===== src/rtl/dmem_responder.sv =====
// Data-memory responder between the EX/MEM request and the RAM port, with ERROR retry,
// latency watchdog and halt quiescing. Optional statistics counters behind DMEM_STATS_EN.
module dmem_responder #(
  parameter int TIMEOUT   = 64,
  parameter int MAX_RETRY = 3
) (
  input  logic        CLK,
  input  logic        nRST,
  input  logic        dmemREN,
  input  logic        dmemWEN,
  input  logic [31:0] dmemaddr,
  input  logic [31:0] dmemstore,
  input  logic        halt,
  output logic        dhit,
  output logic [31:0] dmemload,
  output logic        dfault,
  output logic        ramREN,
  output logic        ramWEN,
  output logic [31:0] ramaddr,
  output logic [31:0] ramstore,
  input  logic [31:0] ramload,
  input  logic [1:0]  ramstate
`ifdef DMEM_STATS_EN
  ,
  output logic [31:0] rd_count,
  output logic [31:0] wr_count,
  output logic [15:0] fault_count
`endif
);

  localparam int WW = $clog2(TIMEOUT) + 1;
  localparam int RW = $clog2(MAX_RETRY) + 1;
  // Forced completion fires in the cycle whose running wait count reaches TIMEOUT-1.
  localparam logic [WW-1:0] WAIT_LAST  = WW'(TIMEOUT - 2);
  localparam logic [RW-1:0] RETRY_LAST = RW'(MAX_RETRY);
  localparam logic [1:0]    RAM_ACCESS = 2'd2;
  localparam logic [1:0]    RAM_ERROR  = 2'd3;
  localparam logic [31:0]   FAULT_WORD = 32'hBAD1BAD1;

  typedef enum logic [1:0] {S_IDLE, S_WAIT, S_RETRY, S_HALTED} state_t;

  state_t        state_q, state_d;
  logic [WW-1:0] waitCnt_q, waitCnt_d;
  logic [RW-1:0] retryCnt_q, retryCnt_d;
  logic          haltPend_q, haltPend_d;
  logic          dfault_q;
  logic [31:0]   dmemload_q, ramaddr_q, ramstore_q;

  logic req, isWrite, inService, accessHit, timeoutHit, retryExhaust, forced;
  state_t doneState;

  always_comb begin
    req       = dmemREN | dmemWEN;
    isWrite   = dmemWEN;
    inService = nRST && (state_q == S_IDLE || state_q == S_WAIT) && req;
    accessHit = inService && (ramstate == RAM_ACCESS);
    timeoutHit   = nRST && state_q == S_WAIT && req && ramstate != RAM_ACCESS
                   && waitCnt_q >= WAIT_LAST;
    retryExhaust = nRST && state_q == S_WAIT && req && ramstate == RAM_ERROR
                   && retryCnt_q >= RETRY_LAST;
    forced    = timeoutHit | retryExhaust;
    dhit      = accessHit | forced;
    ramREN    = inService & ~isWrite;
    ramWEN    = inService & isWrite;
    ramaddr   = inService ? dmemaddr  : ramaddr_q;
    ramstore  = inService ? dmemstore : ramstore_q;
    if (forced)                     dmemload = FAULT_WORD;
    else if (accessHit && !isWrite) dmemload = ramload;
    else                            dmemload = dmemload_q;
    dfault    = dfault_q;
  end

  // A halt seen while an access is outstanding is remembered so completion lands in HALTED.
  always_comb begin
    state_d    = state_q;
    waitCnt_d  = waitCnt_q;
    retryCnt_d = retryCnt_q;
    haltPend_d = haltPend_q;
    doneState  = (halt || haltPend_q) ? S_HALTED : S_IDLE;
    case (state_q)
      S_IDLE: begin
        if (dhit) begin
          state_d    = doneState;
          waitCnt_d  = '0;
          retryCnt_d = '0;
          haltPend_d = 1'b0;
        end else if (req) begin
          state_d    = S_WAIT;
          waitCnt_d  = WW'(1);
          retryCnt_d = '0;
          haltPend_d = halt;
        end else if (halt) begin
          state_d = S_HALTED;
        end
      end
      S_WAIT: begin
        if (!req || dhit) begin
          state_d    = req ? doneState : S_IDLE;
          waitCnt_d  = '0;
          retryCnt_d = '0;
          haltPend_d = 1'b0;
        end else begin
          haltPend_d = haltPend_q | halt;
          if (waitCnt_q != '1) waitCnt_d = waitCnt_q + WW'(1);
          if (ramstate == RAM_ERROR) begin
            state_d    = S_RETRY;
            retryCnt_d = retryCnt_q + RW'(1);
          end
        end
      end
      S_RETRY: begin
        if (!req) begin
          state_d    = S_IDLE;
          waitCnt_d  = '0;
          retryCnt_d = '0;
          haltPend_d = 1'b0;
        end else begin
          state_d    = S_WAIT;
          waitCnt_d  = WW'(1);
          haltPend_d = haltPend_q | halt;
        end
      end
      default: state_d = S_HALTED;
    endcase
  end

  always_ff @(posedge CLK or negedge nRST) begin
    if (!nRST) begin
      state_q    <= S_IDLE;
      waitCnt_q  <= '0;
      retryCnt_q <= '0;
      haltPend_q <= 1'b0;
      dfault_q   <= 1'b0;
      dmemload_q <= '0;
      ramaddr_q  <= '0;
      ramstore_q <= '0;
    end else begin
      state_q    <= state_d;
      waitCnt_q  <= waitCnt_d;
      retryCnt_q <= retryCnt_d;
      haltPend_q <= haltPend_d;
      dfault_q   <= dfault_q | forced;
      dmemload_q <= dmemload;
      ramaddr_q  <= ramaddr;
      ramstore_q <= ramstore;
    end
  end

`ifdef DMEM_STATS_EN
  always_ff @(posedge CLK or negedge nRST) begin
    if (!nRST) begin
      rd_count    <= '0;
      wr_count    <= '0;
      fault_count <= '0;
    end else begin
      if (dhit && !isWrite) rd_count <= rd_count + 32'd1;
      if (dhit && isWrite)  wr_count <= wr_count + 32'd1;
      if (forced)           fault_count <= fault_count + 16'd1;
    end
  end
`endif

endmodule


===== config.mk =====
export PLATFORM = sky130hd
export DESIGN_NAME = dmem_responder
export DESIGN_NICKNAME = d
export VERILOG_FILES = /design/src/rtl/dmem_responder.sv
export SDC_FILE = /design/constraint.sdc
export NUM_CORES = 1
export LEC_CHECK = 0
export BUFFER_PORTS_ARGS = -buffer_cell sky130_fd_sc_hd__buf_2
export CORE_MARGIN = 4
export CORE_UTILIZATION = 47
export DETAILED_ROUTE_END_ITERATION = 16
export PLACE_DENSITY = 0.79
export SLEW_MARGIN = 20
export SYNTH_ARGS = -nofsm -noshare
export SYNTH_HDL_FRONTEND = slang
export SYNTH_SLANG_ARGS = --single-unit

===== constraint.sdc =====
create_clock -name CLK -period 2.5 [get_ports CLK]
set_input_delay 0.125 -clock CLK [delete_from_list [all_inputs] [get_ports CLK]]
set_output_delay 0.125 -clock CLK [all_outputs]
set_load 0.01 [all_outputs]

Word-level counts from Yosys, hierarchy flattened
Cells that the tools add are included.
{"block": "op_classes", "add_sub_neg": 2, "order_cmp": 2, "eq_ne": 11, "n_mux": 30, "n_bitwise": 8, "reduce_logical": 21}
{"operator": "2-to-1 mux 32 bit", "n": 4}
{"operator": "2-to-1 mux 7 bit", "n": 4}
{"operator": "case mux 7 bit (3 select lines)", "n": 1}
{"operator": "2-to-1 mux 3 bit", "n": 5}
{"operator": "2-to-1 mux 2 bit", "n": 7}
{"operator": "logical AND 1 bit", "n": 10}
{"operator": "case mux 3 bit (3 select lines)", "n": 1}
{"operator": "adder 7 x 1 -> 7 bit, second input constant", "n": 1}
{"operator": ">= comparator 7 x 6 -> 1 bit, second input constant", "n": 1}
{"operator": "inequality test 7 bit, second input constant", "n": 1}
{"operator": "== test 2 bit, second input constant", "n": 3}
{"operator": "2-to-1 mux 1 bit", "n": 6}
{"operator": "inequality test 3 x 1 -> 1 bit, second input constant", "n": 2}
{"operator": "case mux 2 bit (3 select lines)", "n": 1}
{"operator": "OR 1 bit", "n": 5}
{"operator": "inequality test 2 bit, second input constant", "n": 2}
{"operator": "inequality test 4 bit, second input constant", "n": 1}
{"operator": "AND reduction 2 bit", "n": 2}
{"operator": "AND reduction 4 bit", "n": 1}
{"operator": "adder 3 x 1 -> 3 bit, second input constant", "n": 1}
{"operator": ">= comparator 3 x 2 -> 1 bit, second input constant", "n": 1}
{"operator": "logical OR 1 bit", "n": 3}
{"operator": "inequality test 3 bit, second input constant", "n": 1}
{"operator": "case mux 1 bit (3 select lines)", "n": 1}
{"operator": "7 further kinds", "n": 9}
{"block": "totals", "regBits": 110, "input_bits": 103, "out_inout_bits": 100, "word_cells": 82}

Logic depth before layout (Yosys ltp)
Gate-level depths: netlist (run 1).
{"block": "logic_depth", "depth_word": 10, "mapped_depth": 8}

Worst setup path before layout (run 1)
OpenSTA, ideal clock, no wires.
{"block": "synth_timing", "path_type": "flip-flop to flip-flop", "start": "register retryCnt_q[0]", "end": "register dmemload_q[13]", "arrival_time_ns": 1.943, "required_ns": 2.335, "setup_slack_ns": 0.393, "stages_incl_launch_ff": 8, "synth_period_minus_slack_ns": 2.107, "cell_sequence": "dfrtp_1 -> ha_1 -> ha_1 -> a211o_1 -> a221o_1 -> nand2_1 -> buf_4 -> nand3_1"}
{"block": "synth_between", "elab_chain_cells": 4}
{"item": "start, declared", "line": "44", "text": "logic [RW-1:0] retryCnt_q, retryCnt_d;"}
{"item": "start signal, assigned", "line": "140", "text": "retryCnt_q <= retryCnt_d;"}
{"item": ">= comparator 3 x 2 -> 1 bit", "line": "60", "text": "&& retryCnt_q >= RETRY_LAST;"}
{"item": "logical AND 1 bit", "line": "60"}
{"item": "OR 1 bit", "line": "61", "text": "forced = timeoutHit | retryExhaust;"}
{"item": "2-to-1 mux 32 bit", "line": "67", "text": "if (forced) dmemload = FAULT_WORD;"}
{"item": "named net dmemload[13]", "line": "15", "text": "output logic [31:0] dmemload,"}
{"item": "end signal, assigned", "line": "143", "text": "dmemload_q <= dmemload;"}
{"item": "end, declared", "line": "47", "text": "logic [31:0] dmemload_q, ramaddr_q, ramstore_q;"}
The timed path passes the listed nets, and every way through them passes these cells.
A chain may end at the register's enable or synchronous reset.

Final worst setup path (run 1)
{"block": "layout_timing", "start": "register retryCnt_q[1]", "end": "output port dmemload[22]"}
{"block": "layout_between", "elab_chain_cells": 4}
{"item": ">= comparator 3 x 2 -> 1 bit", "line": "60"}
{"item": "logical AND 1 bit", "line": "60"}
{"item": "OR 1 bit", "line": "61"}
{"item": "2-to-1 mux 32 bit", "line": "67"}
{"item": "end, declared", "line": "15"}
Every way passes these cells.

==> results by group, run 1 <==
Synthesis
  • Synth Cell Area: 0.00467 mm²
  • Seq/Total Area, Yosys: 59.0%
  • Distinct cell type count after synthesis: 44
  • Number of synthesized flops with an enable pin: 0
  • Ys Warns: 0
  • Count leader, synth: dfrtp_1
  • Post-synthesis adder-cell area fraction: 2.14%
  • Synth cell count leaders: dfrtp_1 (110), nand2_1 (75), mux2_2 (64)
  • Cells after Synth: 394
  • Post-synthesis net count: 505
  • Post-synthesis mux area share: 15.7%
  • Simple logic cell fraction of the synthesized area: 11.8%
  • Avg Cell Area, Syn: 11.8 µm²
  • Synth area leader: dfrtp_1
  • Xor and xnor area share after synthesis: 0%
  • Post-synthesis async set-or-reset flop share: 100%
  • Largest cells by area after synthesis: dfrtp_1 (59%), mux2_2 (15%), nand2_1 (6.0%)
  • Compound-Gate Fraction of Synth Area: 8.66%
  • Primary FF master, synth: dfrtp_1
  • Main combinational cell family by area after synthesis: multiplexers
  • Synth Register Bits: 110
  • Yosys top cell area share: 59.0%

Routing
  • DRC: 0
  • Iteration-0 DRC Markers: 283
  • WL final: 17300 µm
  • Antenna-violating nets left: 0
  • Avg WL per Cell: 20.3 µm
  • Via density: 5.26
  • Vias post-DR: 4488
  • Router iterations before antenna repair: 4

CTS
  • Clock Pin Slew Worst Setup and Hold Paths: 0.11 ns
  • CTS max path bufs: 2
  • Clock sinks: 110
  • Htree depth: 3
  • CTS tree: yes
  • Worst-skew pair later-pin latency: 0.38 ns
  • Root buffer cell: clkbuf_8
  • Cts bufs inserted: 9

Timing
  • RSZ-0062 raised after global routing: yes
  • Fmax achieved: 0.388 GHz
  • Relative slew margins: 45.6%
  • Final hold vios: 0
  • Final Max Slew Viols: 0
  • # setup viols final: 26
  • Tmin final: 2.58 ns
  • Final worst slack: -0.0784 ns
  • Period utilization: 103%
  • Clk_skew: 0.0118 ns
  • Worst slew pin tran: 0.817 ns

Finish
  • Final Util: 78.6%
  • Final nets: 824
  • Finished Layout Cells: 853
  • Layout area overhead: 63.8%
  • Share of layout cells above drive strength 1: 50.3%

Global routing
  • Antenna violations before repair: 2
  • All-layer global routing usage: 27.5%
  • Pin count of the biggest net entering global routing: 67
  • First-pass GRT wire length: 24300 µm
  • Total congestion overflow: 0
  • Vias in the first global route: 4778

Floorplan
  • Top Ports: 203
  • Starting density of the core: 48.0%
  • Die area: 0.0116 mm²
  • Die Height: 108 µm
  • Core ar.: 0.00973 mm²
  • Die Wd: 108 µm
  • Rows: 36

Power and ir drop
  • Static Leakage: 0.00386 µW
  • Max VDD drop: 0.665 mV
  • Design Power: 8510 µW
  • Pwr Density: 1110 mW/mm²

Placed design
  • Pre-CTS WS: 0.242 ns
  • PortBufs: 202
  • Final HPWL DP: 8910 µm
  • Placed cells: 718
  • Routability congestion estimate: 0.814

Setup path
  • CP Capture Type: output pin
  • Worst r2r src: retryCnt_q[1]
  • Critical Path Source Type: flip-flop
  • Crit-path max FO: 4
  • Crit path kind: flip-flop to output pin
  • Worst Setup SP: retryCnt_q[1]
  • CP Capture Point: dmemload[22]
  • Worst path arrival time: 2.45 ns
  • Worst Path Buf+Inv: 2
  • Slowest cell on crit path: a221o_1
  • Reg-to-reg endpoint: dmemload_q[23]
  • CP max stage delay: 0.42 ns
  • Crit. path cell count: 8
  • Critical Path Most Common Cell: ha_2
  • Flop2flop setup slack: 0.21 ns
  • WP data required: 2.38 ns
  • Worst-path cell chain: ha_2 > ha_2 > a211o_1 > a221o_1 > nand2_4 > clkbuf_16 > nand3_4 > buf_6
  • Reg2Reg Depth: 9
  • Critical path's top delay family: compound AO/OA/AOI/OAI gates

Status
  • Outcome: finished with violations
  • Failing checks: negative setup slack

Run
  • Max Cap Viol: 0

Hold path
  • Hold crit path type: primary input to flip-flop
==> per-layer routing <==
metal	track usage, %	wire, µm
met1	28.1	6060
met2	52.2	9680
met3	6.66	905
met4	12.4	628
met5	0	0
==> cells in the final DEF (no fill, tap or decap), types with 3 or more instances in the layout <==
master	count
buf_2	184
dfrtp_1	110
dlygate4sd3_1	93
nand2_1	74
mux2_2	64
buf_4	25
buf_6	18
a21oi_2	15
nand3_4	15
inv_1	10
clkbuf_8	9
a21oi_1	8
nor2_1	7
o21ai_0	6
nand3_1	6
ha_1	5
a21o_1	4
nand2b_1	3
nand3_2	3
ha_2	3
clkinvlp_4	3
buf_12	3
==> registers in the layout, summed over array words and instances, names as in the netlist <==
register,count
state_q,2
ramstore_q,32
dfault,1
haltPend_q,1
dmemload_q,32
ramaddr_q,32
waitCnt_q,7
retryCnt_q,3
==> cells by family after synthesis <==
group / Yosys count
flip-flops: 110
AND/OR/NAND/NOR: 124
buffers and inverters: 29
multiplexers: 65
adder cells (fa/ha/maj): 8
AO/OA/AOI/OAI: 58
==> worst reg2reg max path: stages, from the launching register on <==
cell and delay, ns:
dfrtp_1 0.41, ha_2 0.19, ha_2 0.16, a211o_1 0.31
a221o_1 0.42, nand2_4 0.18, clkbuf_16 0.19, nand3_4 0.07
buf_4 0.14, buf_4 0.12
==> power breakdown <==
part,internal [µW],switching [µW]
Sequential,2610,315
Clock,375,657
Combinational,2200,2360
Total,5180,3330
==> through the flow <==
step                      instance area (µm²)  setup TNS, ns  hold WS [ns]
final                                    7640          -1.16        0.0384
after global routing                     7640          -5.27        0.0257
after CTS                                7210        -0.0964       0.00557
after detailed placement                 5860              0        0.0350
after global placement                   5860              0        0.0291
after floorplan                          4670              0        -0.171
==> worst min-delay path by stage <==
stage	to	cells after the start	startpoint
finish	ramstore_q[18]	2	dmemstore[18]
global route	ramstore_q[18]	2	dmemstore[18]
CTS	ramstore_q[26]	2	dmemstore[26]
detailed placement	waitCnt_q[6]	1	nRST
global placement	retryCnt_q[0]	1	nRST
floorplan	dfault	0	nRST
==> cell type report <==
type / count / area (µm²)
diodes: 2 / 5.00
clock buffers: 9 / 124
clock inverters: 7 / 56.3
fillers: 569 / 2080
inverters: 10 / 37.5
multi-input cells: 255 / 2090
flip-flops and latches: 110 / 2750
well taps: 133 / 166
repair buffers: 327 / 2410
==> what timing repair did <==
item | in CTS | in global routing
hold buffers | 93 | 0
setup endpoints to repair | 97 | 64
pin swaps | 4 | 3
resized for setup | 30 | 48
cloned | 3 | 1
endpoints found under the hold margin | 121 | 0
buffers inserted | 4 | 16
Power figures use the tool's default switching activity.
==> run 2: changes to the inputs <==
- CTS_CLUSTER_DIAMETER: not set -> 60
- MAX_ROUTING_LAYER: not set -> met4
==> run 2 against run 1 <==
  * The run still ends with negative setup slack left
  * Setup slack better by 0.0019 ns
  * Final area about the same
  * Global-route usage up 0.82 points
  * Sequential power about the same
  * First-iteration DRC count down 9.5%
  * Sequential share of layout area about the same
  * Critical endpoint is now dmemload[7]
  * Largest cell class unchanged
==> results by group, run 2 (same netlist as run 1, synthesis figures left out) <==
Finish
  • Final nets: 824
  • Layout filler cell count: 569
  • Share of layout cells above drive strength 1: 50.3%
  • Layout area overhead: 63.7%
  • Final Util: 78.5%
  • Most frequent cells in the layout: buf_2 (184), dfrtp_1 (110), dlygate4sd3_1 (93), nand2_1 (74), mux2_2 (64)
  • # diodes: 0
  • Commonest non-fill, non-tap cell in the layout: buf_2
  • Biggest registers after layout: dmemload_q (32), ramaddr_q (32), ramstore_q (32)

Setup path
  • Worst Path Buf+Inv: 2
  • Reg2Reg Depth: 9
  • Worst r2r src: retryCnt_q[1]
  • Worst path arrival time: 2.45 ns
  • Crit-path max FO: 4
  • CP max stage delay: 0.42 ns
  • Critical path's top delay family: compound AO/OA/AOI/OAI gates
  • Reg-to-reg endpoint: dmemload_q[23]
  • CP Capture Type: output pin
  • Flop2flop setup slack: 0.21 ns
  • Slowest cell on crit path: a221o_1
  • Crit path kind: flip-flop to output pin
  • WP data required: 2.38 ns
  • Critical Path Source Type: flip-flop
  • Critical Path Most Common Cell: ha_2
  • Worst-path cell chain: ha_2 > ha_2 > a211o_1 > a221o_1 > nand2_4 > clkbuf_16 > nand3_4 > buf_6

Routing
  • Avg WL per Cell: 20.1 µm
  • Iteration-0 DRC Markers: 256
  • DRC: 0
  • Vias post-DR: 4496
  • Router iterations before antenna repair: 4
  • Antenna-violating nets left: 0
  • Via density: 5.28
  • WL final: 17100 µm

Timing
  • # setup viols final: 23
  • Fmax achieved: 0.388 GHz
  • RSZ-0062 raised after global routing: yes
  • Tmin final: 2.58 ns
  • Final Max Slew Viols: 0
  • Final hold vios: 0
  • Period utilization: 103%
  • Final worst slack: -0.0765 ns
  • Worst slew pin tran: 0.821 ns
  • Hold Slack: 0.0362 ns
  • Clk_skew: 0.0113 ns
  • Relative slew margins: 45.2%

CTS
  • Htree depth: 3
  • Clock Pin Slew Worst Setup and Hold Paths: 0.11 ns
  • Worst-skew pair later-pin latency: 0.38 ns
  • Clock sinks: 110
  • Cts bufs inserted: 9
  • CTS tree: yes
  • CTS max path bufs: 2
  • Root buffer cell: clkbuf_8

Floorplan
  • Die Height: 108 µm
  • Top Ports: 203
  • Die Wd: 108 µm
  • Die area: 0.0116 mm²
  • Starting density of the core: 48.0%
  • Core ar.: 0.00973 mm²
  • Rows: 36

Run
  • Max Cap Viol: 0

Placed design
  • PortBufs: 202
  • Final HPWL DP: 8910 µm
  • Routability congestion estimate: 0.826
  • Pre-CTS WS: 0.242 ns

Hold path
  • Hold crit path type: primary input to flip-flop
  • WHS Path Cells: 2
  • Hold_sp: dmemstore[18]
  • Hold Path End: ramstore_q[18]

Global routing
  • Total congestion overflow: 0
  • Antenna violations before repair: 0
  • All-layer global routing usage: 28.3%
  • Vias in the first global route: 4783
  • First-pass GRT wire length: 24400 µm
  • Pin count of the biggest net entering global routing: 67

Power and ir drop
  • Pwr Density: 1110 mW/mm²
  • Design Power: 8500 µW
  • Static Leakage: 0.00386 µW
  • Max VDD drop: 0.665 mV

Status
  • Outcome: finished with violations
  • Failing checks: negative setup slack
[run 2: layout make-up]
| class | instances | area [µm²] | share of cell area [%] |
|---|---|---|---|
| clock inverters | 7 | 56.3 | 0.737 |
| inverters | 10 | 37.5 | 0.491 |
| flip-flops and latches | 110 | 2750 | 36.0 |
| repair buffers | 327 | 2410 | 31.6 |
| well taps | 133 | 166 | 2.18 |
| multi-input cells | 255 | 2090 | 27.3 |
| clock buffers | 9 | 124 | 1.62 |
[run 2: worst max path at each step]
| stage | startpoint | endpoint | cells after the start |
|---|---|---|---|
| floorplan | retryCnt_q[0] | dmemload_q[13] | 7 |
| global placement | retryCnt_q[0] | dmemload[0] | 8 |
| detailed placement | retryCnt_q[0] | dmemload[16] | 8 |
| CTS | retryCnt_q[1] | dhit | 8 |
| global route | retryCnt_q[1] | dmemload[22] | 8 |
| finish | retryCnt_q[1] | dmemload[7] | 8 |
[run 2: power by group]
group          internal [µW]  switching, µW
logic                   2190           2360
registers               2610            311
clock network            375            656
total                   5180           3320
[run 2: per-stage QoR]
stage | setup TNS, ns | std cells | instance area [µm²]
4_1_cts | -0.0964 | 834 | 7210
3_5_place_dp | 0 | 718 | 5860
2_1_floorplan | 0 | 394 | 4670
6_report | -1.01 | 851 | 7640
3_3_place_gp | 0 | 718 | 5860
5_1_grt | -5.30 | 851 | 7640
[run 2: metal layers]
metal	share of wire (%)	routed length [µm]	global-route usage (%)	vias up
met5	0	0	-	-
met4	4.1	710	12.4	0
met3	5.2	891	6.24	65
met2	56	9660	52.1	202
met1	34	5880	28.6	2219
li1	-	-	-	2010
[run 2: repair_timing]
item | in CTS | in global routing
gates resized for setup | 30 | 48
pin swaps | 4 | 3
setup buffers | 4 | 16
endpoints found under the hold margin | 121 | 0
cloned | 3 | 1
setup endpoints to repair | 97 | 64
hold buffers | 93 | 0
==> run 3: changes to the inputs <==
- SKIP_LAST_GASP: not set -> 1
==> run 3 against run 2 <==
  * The flow still finishes with violations (negative setup slack)
  * Critical path depth unchanged
  * Sequential share of layout area hardly changed
  * Flip-flop and latch count unchanged
  * Routed wire length up 1.4%
  * Via count rose by 1.4%
  * Register-to-register slack improved by 0.06 ns
  * First-iteration DRC count is 30% higher
  * Fmax is 1.2% higher
  * Clock skew is 0.00072 ns higher
  * Final area hardly changed
  * Critical path type unchanged
  * Largest cell class unchanged
==> results by group, run 3 (same netlist as run 1, synthesis figures left out) <==
Status
  • Outcome: finished with violations
  • Failing checks: negative setup slack

Timing
  • Clk_skew: 0.0120 ns
  • Relative slew margins: 44.8%
  • Final Max Slew Viols: 0
  • Final hold vios: 0
  • Fmax achieved: 0.393 GHz
  • Tmin final: 2.55 ns
  • Period utilization: 102%
  • Final worst slack: -0.0468 ns
  • RSZ-0062 raised after global routing: yes
  • Worst slew pin tran: 0.828 ns
  • # setup viols final: 19

Placed design
  • Routability congestion estimate: 0.826
  • Final HPWL DP: 8910 µm
  • PortBufs: 202

Finish
  • Layout area overhead: 63.8%
  • Commonest non-fill, non-tap cell in the layout: buf_2
  • Layout filler cell count: 553
  • Final nets: 825
  • Final Util: 78.6%
  • Most frequent cells in the layout: buf_2 (183), dfrtp_1 (110), dlygate4sd3_1 (92), nand2_1 (74), mux2_2 (64)
  • Biggest registers after layout: dmemload_q (32), ramaddr_q (32), ramstore_q (32)
  • # diodes: 0
  • Share of layout cells above drive strength 1: 50.5%

Floorplan
  • Top Ports: 203
  • Die Wd: 108 µm
  • Rows: 36
  • Core ar.: 0.00973 mm²
  • Die area: 0.0116 mm²
  • Die Height: 108 µm
  • Starting density of the core: 48.0%

Setup path
  • WP data required: 2.38 ns
  • Critical Path Source Type: flip-flop
  • CP max stage delay: 0.42 ns
  • Crit-path max FO: 5
  • Crit. path cell count: 8
  • Critical path's top delay family: compound AO/OA/AOI/OAI gates
  • Flop2flop setup slack: 0.27 ns
  • Worst-path cell chain: ha_2 > ha_2 > a211o_1 > a221o_1 > nand2_4 > buf_16 > nand3_2 > buf_6
  • Worst path arrival time: 2.42 ns
  • Worst Path Buf+Inv: 2
  • Critical Path Most Common Cell: ha_2
  • Reg2Reg Depth: 8
  • Reg-to-reg endpoint: state_q[1]
  • CP Capture Type: output pin
  • Crit path kind: flip-flop to output pin
  • Worst r2r src: retryCnt_q[1]
  • Slowest cell on crit path: a221o_1

CTS
  • Clock Pin Slew Worst Setup and Hold Paths: 0.11 ns
  • CTS max path bufs: 2
  • CTS tree: yes
  • Clock sinks: 110
  • Root buffer cell: clkbuf_8
  • Worst-skew pair later-pin latency: 0.38 ns
  • Htree depth: 3
  • Cts bufs inserted: 9

Hold path
  • Hold_sp: dmemstore[18]
  • WHS Path Cells: 2
  • Hold Path End: ramstore_q[18]
  • Hold crit path type: primary input to flip-flop

Routing
  • Router iterations before antenna repair: 4
  • Avg WL per Cell: 20.4 µm
  • WL final: 17400 µm
  • Iteration-0 DRC Markers: 333
  • Vias post-DR: 4561
  • Antenna-violating nets left: 0
  • Via density: 5.35
  • DRC: 0

Global routing
  • Vias in the first global route: 4848
  • First-pass GRT wire length: 24300 µm
  • Antenna violations before repair: 0
  • All-layer global routing usage: 28.1%
  • Total congestion overflow: 0
  • Pin count of the biggest net entering global routing: 67

Power and ir drop
  • Max VDD drop: 0.664 mV
  • Static Leakage: 0.00386 µW
  • Design Power: 8540 µW
  • Pwr Density: 1120 mW/mm²

Run
  • Max Cap Viol: 0
run 3: worst reg2reg max path, stage by stage (launching register included):
cell and delay, ns:
dfrtp_1 0.40, ha_2 0.18, ha_2 0.16, a211o_1 0.31, buf_4 0.15, a22oi_2 0.21, a21o_1 0.32, a21boi_0 0.19
o32a_1 0.21
run 3: what timing repair did:
item,4_1_cts,5_1_grt
setup buffers,4,18
endpoints found under the hold margin,120,0
pin swaps,4,4
setup endpoints to repair,97,64
gates cloned,3,1
gates resized for setup,21,60
hold buffers,92,0
run 3: per-layer routing:
metal	wire (µm)	global-route usage, %	share of wire [%]
met1	5890	28.4	34
met2	9600	50.8	55
met3	993	6.30	5.7
met4	902	13.8	5.2
met5	0	-	0
run 3: cell type report:
cell class	instances	area [µm²]	share of cell area (%)
multi-input cells	255	2090	27.3
inverters	10	37.5	0.491
clock buffers	9	124	1.62
clock inverters	7	56.3	0.736
repair buffers	328	2420	31.7
flip-flops and latches	110	2750	36.0
well taps	133	166	2.18
run 3: how the worst max path moves through the flow:
stage,end,startpoint,slack (ns)
after floorplan,dmemload_q[13],retryCnt_q[0],0.39
after global placement,dmemload[0],retryCnt_q[0],0.32
after detailed placement,dmemload[16],retryCnt_q[0],0.24
after CTS,dhit,retryCnt_q[0],-0.06
after global routing,dmemload[22],retryCnt_q[1],-0.14
final,dmemload[22],retryCnt_q[1],-0.05
run 3: power breakdown:
group | switching, µW | total, µW | internal, µW
combinational | 2380 | 4590 | 2210
clock | 654 | 1030 | 375
sequential | 309 | 2920 | 2610
run 3: metrics by stage:
stage                     setup TNS (ns)  hold WS [ns]  cell area [µm²]  setup WS [ns]  std cells
after CTS                          -1.83       0.00286             7150        -0.0583        833
after floorplan                        0        -0.171             4670          0.393        394
after global placement                 0        0.0291             5860          0.324        718
final                             -0.534        0.0323             7650        -0.0468        852
after detailed placement               0        0.0350             5860          0.242        718
after global routing               -3.43       0.00948             7650         -0.136        852
